File: src/rtl/regfile_port_arbiter.sv
// Shares the register file's single write port between core writeback, a debug
// write channel and a clear sequencer that zeroes x1..x31.
module regfile_port_arbiter #(
  parameter int unsigned WIDTH        = 32,
  parameter int unsigned STARVE_LIMIT = 8
) (
  input  logic             clk,
  input  logic             reset,
  input  logic             core_we,
  input  logic [4:0]       core_rd,
  input  logic [WIDTH-1:0] core_data,
  input  logic             dbg_valid,
  input  logic [4:0]       dbg_rd,
  input  logic [WIDTH-1:0] dbg_data,
  output logic             dbg_ready,
  input  logic             clr_start,
  output logic             clr_busy,
  output logic             clr_done,
  output logic             core_stall,
  output logic             rf_write_enable,
  output logic [4:0]       rf_dest,
  output logic [WIDTH-1:0] rf_data
);

  localparam int unsigned CntW = $clog2(STARVE_LIMIT + 1);
  localparam logic [CntW-1:0] CntMax = CntW'(STARVE_LIMIT);

  typedef enum logic [0:0] {StIdle, StClear} state_e;

  state_e          state_q, state_d;
  logic [4:0]      clr_idx_q, clr_idx_d;
  logic [CntW-1:0] starve_cnt_q, starve_cnt_d;
  logic            clr_done_q, clr_done_d;

  logic core_hit;
  logic force_dbg;
  logic dbg_drives;

  assign core_hit  = core_we && (core_rd != 5'd0);
  assign force_dbg = (starve_cnt_q == CntMax) && dbg_valid;

  // Port selection; reset forces every output low regardless of state.
  always_comb begin
    dbg_ready       = 1'b0;
    core_stall      = 1'b0;
    rf_write_enable = 1'b0;
    rf_dest         = 5'd0;
    rf_data         = '0;
    dbg_drives      = 1'b0;
    if (!reset) begin
      case (state_q)
        StIdle: begin
          if (force_dbg) begin
            core_stall = 1'b1;
            dbg_ready  = 1'b1;
            dbg_drives = 1'b1;
          end else if (core_hit) begin
            rf_write_enable = 1'b1;
            rf_dest         = core_rd;
            rf_data         = core_data;
          end else begin
            dbg_ready  = 1'b1;
            dbg_drives = dbg_valid;
          end
          // A debug write to x0 completes the handshake without touching the file.
          if (dbg_drives && (dbg_rd != 5'd0)) begin
            rf_write_enable = 1'b1;
            rf_dest         = dbg_rd;
            rf_data         = dbg_data;
          end
        end
        StClear: begin
          rf_write_enable = 1'b1;
          rf_dest         = clr_idx_q;
          core_stall      = 1'b1;
        end
        default: ;
      endcase
    end
  end

  assign clr_busy = (state_q == StClear) && !reset;
  assign clr_done = clr_done_q && !reset;

  always_comb begin
    state_d      = state_q;
    clr_idx_d    = clr_idx_q;
    starve_cnt_d = starve_cnt_q;
    clr_done_d   = 1'b0;
    case (state_q)
      StIdle: begin
        if (!dbg_valid || dbg_ready) begin
          starve_cnt_d = '0;
        end else if (starve_cnt_q != CntMax) begin
          starve_cnt_d = starve_cnt_q + CntW'(1);
        end
        if (clr_start) begin
          state_d   = StClear;
          clr_idx_d = 5'd1;
        end
      end
      StClear: begin
        clr_idx_d = clr_idx_q + 5'd1;
        if (clr_idx_q == 5'd31) begin
          state_d    = StIdle;
          clr_done_d = 1'b1;
        end
      end
      default: state_d = StIdle;
    endcase
  end

  always_ff @(posedge clk) begin
    if (reset) begin
      state_q      <= StIdle;
      clr_idx_q    <= 5'd0;
      starve_cnt_q <= '0;
      clr_done_q   <= 1'b0;
    end else begin
      state_q      <= state_d;
      clr_idx_q    <= clr_idx_d;
      starve_cnt_q <= starve_cnt_d;
      clr_done_q   <= clr_done_d;
    end
  end

endmodule

File: config.mk
export PLATFORM = sky130hd
export DESIGN_NAME = regfile_port_arbiter
export DESIGN_NICKNAME = d
export VERILOG_FILES = /design/src/rtl/regfile_port_arbiter.sv
export SDC_FILE = /design/constraint.sdc
export NUM_CORES = 1
export LEC_CHECK = 0
export ABC_AREA = 1
export CORE_ASPECT_RATIO = 2
export CORE_MARGIN = 2
export CORE_UTILIZATION = 30
export CTS_BUF_LIST = sky130_fd_sc_hd__clkbuf_2 sky130_fd_sc_hd__clkbuf_4 sky130_fd_sc_hd__clkbuf_8
export DETAILED_ROUTE_END_ITERATION = 6
export MAX_ROUTING_LAYER = met4
export PLACE_DENSITY = 0.81
export SLEW_MARGIN = 10
export SYNTH_ARGS = -nofsm -noshare
export SYNTH_HDL_FRONTEND = slang
export SYNTH_SLANG_ARGS = --single-unit
File: constraint.sdc
create_clock -name clk -period 2 [get_ports clk]
set_clock_uncertainty 0.1 [all_clocks]
set_input_delay 0.6 -clock clk [delete_from_list [all_inputs] [get_ports clk]]
set_output_delay 0.6 -clock clk [all_outputs]
set_load 0.03 [all_outputs]
==> results list <==
* Worst Tran Pin Value: around 0.34 ns
- In this run, post-CTS hold repair placed 0 buffers.
- Type of origin of the critical path: primary input
- Top Family by Delay on Critical Path: buffers and inverters
- In this run the cell area of the synthesized design comes to between 1000 and 1500 µm².
* Worst slack at placement: -1.21 ns
* Synthesized net count: ~320
* Overflow after GRT: 0
- Data required time at the worst endpoint: ~1.3 ns
* Height of the chip: about 100 µm
- Fraction of layout instances using a drive strength above 1: roughly 58%
- Post-synthesis sequential element count: 11
- The tightest hold path in the finished design has a slack of approximately 0.4 ns.
- At the worst endpoint, the arrival time is between 2 and 2.5 ns.
- For this run, the number of Yosys warnings is 0.
* Largest stage delay on the critical path: roughly 0.15 ns
- Cells fill 85.0% of the core in the end.
- The pre-antenna-repair detailed-routing pass consisted of 4 iterations.
- By instance count, the leading cell after synthesis is sky130_fd_sc_hd__nand2_1.
* Slew HR: 77.2%
- In this run the number of H-tree levels came out at 1.
- Tcrit/Tclk final: 136%
- Wire length of the first global-routing pass: 11.9 mm
- Traced cell by cell, the critical path runs through buf_8 > nor2_4 > nand3_4 > nand2_4 > nor2_8 > buf_12 > nor2_8 > buf_4 > buf_6 > clkbuf_16 > nand2_2 > a21oi_4 > buf_6.
- DR DRC count: 0
- ANT nets after route: 0
* Placed wire-length estimate: 4.56 mm
- Of the post-synthesis cell area, the dominant cell type holds roughly 23%.
- Proportion of synthesized flip-flops having asynchronous set or reset: 0%
- Cell taking the most area after synthesis: sky130_fd_sc_hd__nand2_1
- Setup repair after global routing missed its margin: true
- For this run, the register share of the synthesized area comes to 15.7%.
* Insertion delay of the later-clocked pin in the worst-skew pair: approximately 0.24 ns
- Number of buffers created by CTS: 3
- Cell Rows: 35
- Netlist cell types: 24
- In the final routed layout, each cell accounts on average for approximately 19 µm.
- The cell count after synthesis came out at about 230.
- Number of synthesized flops with an enable pin: 0
- Smallest setup slack after layout: -0.724 ns
* Routability Congestion: approximately 0.83
* Count of buffering cells on the critical path with inverters included: 6
* Count of endpoints failing hold in the final timing report: 0
* Synth top area cells: sky130_fd_sc_hd__nand2_1, sky130_fd_sc_hd__dfxtp_1, sky130_fd_sc_hd__a21oi_2
* Synth-to-Final Area Change: 176%
- In the synthesized netlist the dominant register cell turns out to be sky130_fd_sc_hd__dfxtp_1.
* Final min period: around 2.7 ns
- The worst setup path is of the primary input to output pin kind.
* FF/Latch Area: 224 µm²
- The die is approximately 52 µm wide.
* Combined global-route utilization of all metal layers: between 30% and 40%
* Root Buffer: sky130_fd_sc_hd__clkbuf_8
- Average instance area after synthesis: just over 6 µm²
* I/O pin cnt: 121
- Fmax: ~370 MHz
* Largest net degree at the start of global routing: 18
- TritonCTS built the clock tree.
- Setup violations remaining at the end of the flow were counted as 40.
- Die Outline Area: 5270 µm²
* Peak fanout along the critical path: 4
* Antenna violations before repair: 0
* Clock input transition at the sequential cells of the worst setup and hold paths: roughly 0.050 ns
* Initial DRC Count: 24
- Final Routed Wirelength: ~8.5 mm
- Max VDD drop: about 0.47 mV
- Failing checks: negative setup slack
- Hold Path Class: flop to flop
* Final net count: between 400 and 500
- The initial utilization of the core area, before any placement, comes to between 30% and 40%.
- After filler insertion, the fill cell instance count of the layout stands at roughly 230.
- Vias: between 2,000 and 2,500
* Quantity of I/O buffers inserted on ports: 120
- The largest individual stage delay along the critical path comes from the cell sky130_fd_sc_hd__clkbuf_16.
- The longest clock path from root to sink contains 2 buffers.
* Critical Path Sink Type: output pin
- Maximum Capacitance Violations: 0
- The floorplan step defined a core boundary enclosing roughly 4600 µm².
- Ranking of synthesized cells by instance count: sky130_fd_sc_hd__nand2_1, sky130_fd_sc_hd__a21oi_1, sky130_fd_sc_hd__a21oi_2
- Multi-input gate area: 1610 µm²
- Static leakage: around 1.6 nW
- Run status: complete, but fails checks
- The number of global-route vias before repair came to around 2,400.
- Power density over the cells: 350 nW/µm²
- The number of max-slew violations in the final report is 0.
* Number of clock sinks seen by CTS: 11
* Vias/cell: between 5 and 6
- N_diodes: 0
[per-stage QoR]
| stage | power (mW) | area (µm²) | instances | setup TNS (ns) |
|---|---|---|---|---|
| after floorplan | 0.604 | 1770 | 232 | -8.74 |
| after global placement | 0.886 | 3040 | 419 | -44.13 |
| after detailed placement | 0.896 | 3040 | 419 | -45.00 |
| after CTS | 1.30 | 3770 | 445 | -24.50 |
| after global routing | 1.41 | 3870 | 448 | -27.70 |
| final | 1.35 | 3870 | 448 | -24.95 |
[flip-flops by register name, summed over array words and instances (netlist names)]
| name | flops |
|---|---|
| starve_cnt_q | 4 |
| clr_done_q | 1 |
| clr_idx_q | 5 |
| state_q | 1 |
[worst paths after layout]
check	from	endpoint	slack (ns)	depth (start not counted)
min reg2reg	clr_idx_q[2]	clr_idx_q[2]	0.41	2
max reg2reg	starve_cnt_q[0]	starve_cnt_q[0]	0.22	12
min	clr_idx_q[2]	clr_idx_q[2]	0.41	2
max	core_rd[1]	rf_data[25]	-0.72	13
[layout by cell type, fill, tap and decap left out, types with 2 or more instances in the layout]
cell type and count:
sky130_fd_sc_hd__nor2_2 2, sky130_fd_sc_hd__nand3_4 2, sky130_fd_sc_hd__buf_6 52, sky130_fd_sc_hd__inv_2 8
sky130_fd_sc_hd__clkbuf_2 3, sky130_fd_sc_hd__nor2_8 2, sky130_fd_sc_hd__inv_1 10, sky130_fd_sc_hd__dlygate4sd2_1 2
sky130_fd_sc_hd__buf_4 30, sky130_fd_sc_hd__buf_8 4, sky130_fd_sc_hd__nor2_1 12, sky130_fd_sc_hd__nand2_2 38
sky130_fd_sc_hd__nor3_1 4, sky130_fd_sc_hd__buf_16 4, sky130_fd_sc_hd__a21oi_1 5, sky130_fd_sc_hd__clkbuf_16 2
sky130_fd_sc_hd__clkdlybuf4s50_1 65, sky130_fd_sc_hd__nand2_4 17, sky130_fd_sc_hd__dfxtp_2 3, sky130_fd_sc_hd__a21oi_4 37
sky130_fd_sc_hd__o21ai_0 6, sky130_fd_sc_hd__nand3_1 6, sky130_fd_sc_hd__clkbuf_8 3, sky130_fd_sc_hd__buf_12 6
sky130_fd_sc_hd__a32o_1 2, sky130_fd_sc_hd__buf_2 3, sky130_fd_sc_hd__nor2_4 3, sky130_fd_sc_hd__nand2_1 43
sky130_fd_sc_hd__dfxtp_1 8, sky130_fd_sc_hd__a21oi_2 2, sky130_fd_sc_hd__ha_1 3
[layout make-up]
| cell class | instances | area share, % |
|---|---|---|
| clock buffer | 4 | 1.26 |
| inverter | 19 | 1.91 |
| multi-input combinational | 188 | 41.5 |
| sequential | 11 | 5.79 |
| tap | 55 | 1.78 |
| timing repair buffer | 171 | 47.8 |
[logic make-up (layout without fill, tap and decap cells)]
family                   after synthesis  count (layout)  synth area share, %
AO/OA/AOI/OAI                         52              52                 24.9
adder cells (fa/ha/maj)                4               4                 3.57
buffers and inverters                 33             194                 13.8
flip-flops                            11              11                 15.7
AND/OR/NAND/NOR                      132             132                 42.0
[worst reg2reg max path, delay by kind of cell (launching register included)]
family	cells	cell delay [ns]
DFF	1	0.33
and+or+nand+nor	4	0.29
AOI/OAI and AO/OA	2	0.32
buffers and inverters	5	0.51
adders and majority gates	1	0.16
[layer usage]
layer  share of wire (%)  track usage, %  up-vias
met5                   0               -        -
met4                 4.2            18.5        0
li1                    -               -     1064
met3                 7.3            6.82       27
met2                  58            57.8      109
met1                  31            28.1     1075
[what timing repair did]
action / CTS / global route
hold endpoints to repair: 0 / 0
cloned: 6 / 2
setup endpoints to repair: 42 / 45
resized for setup: 165 / 33
pin swaps: 19 / 10
buffers inserted: 16 / 8
[where the power goes]
group | internal, mW | switching (mW) | leakage (nW) | total [mW]
Combinational | 0.439 | 0.442 | 1.52 | 0.881
Sequential | 0.228 | 0.00593 | 0.0906 | 0.234
Clock | 0.154 | 0.0847 | 0.0262 | 0.238
Power figures use the tool's default switching activity.
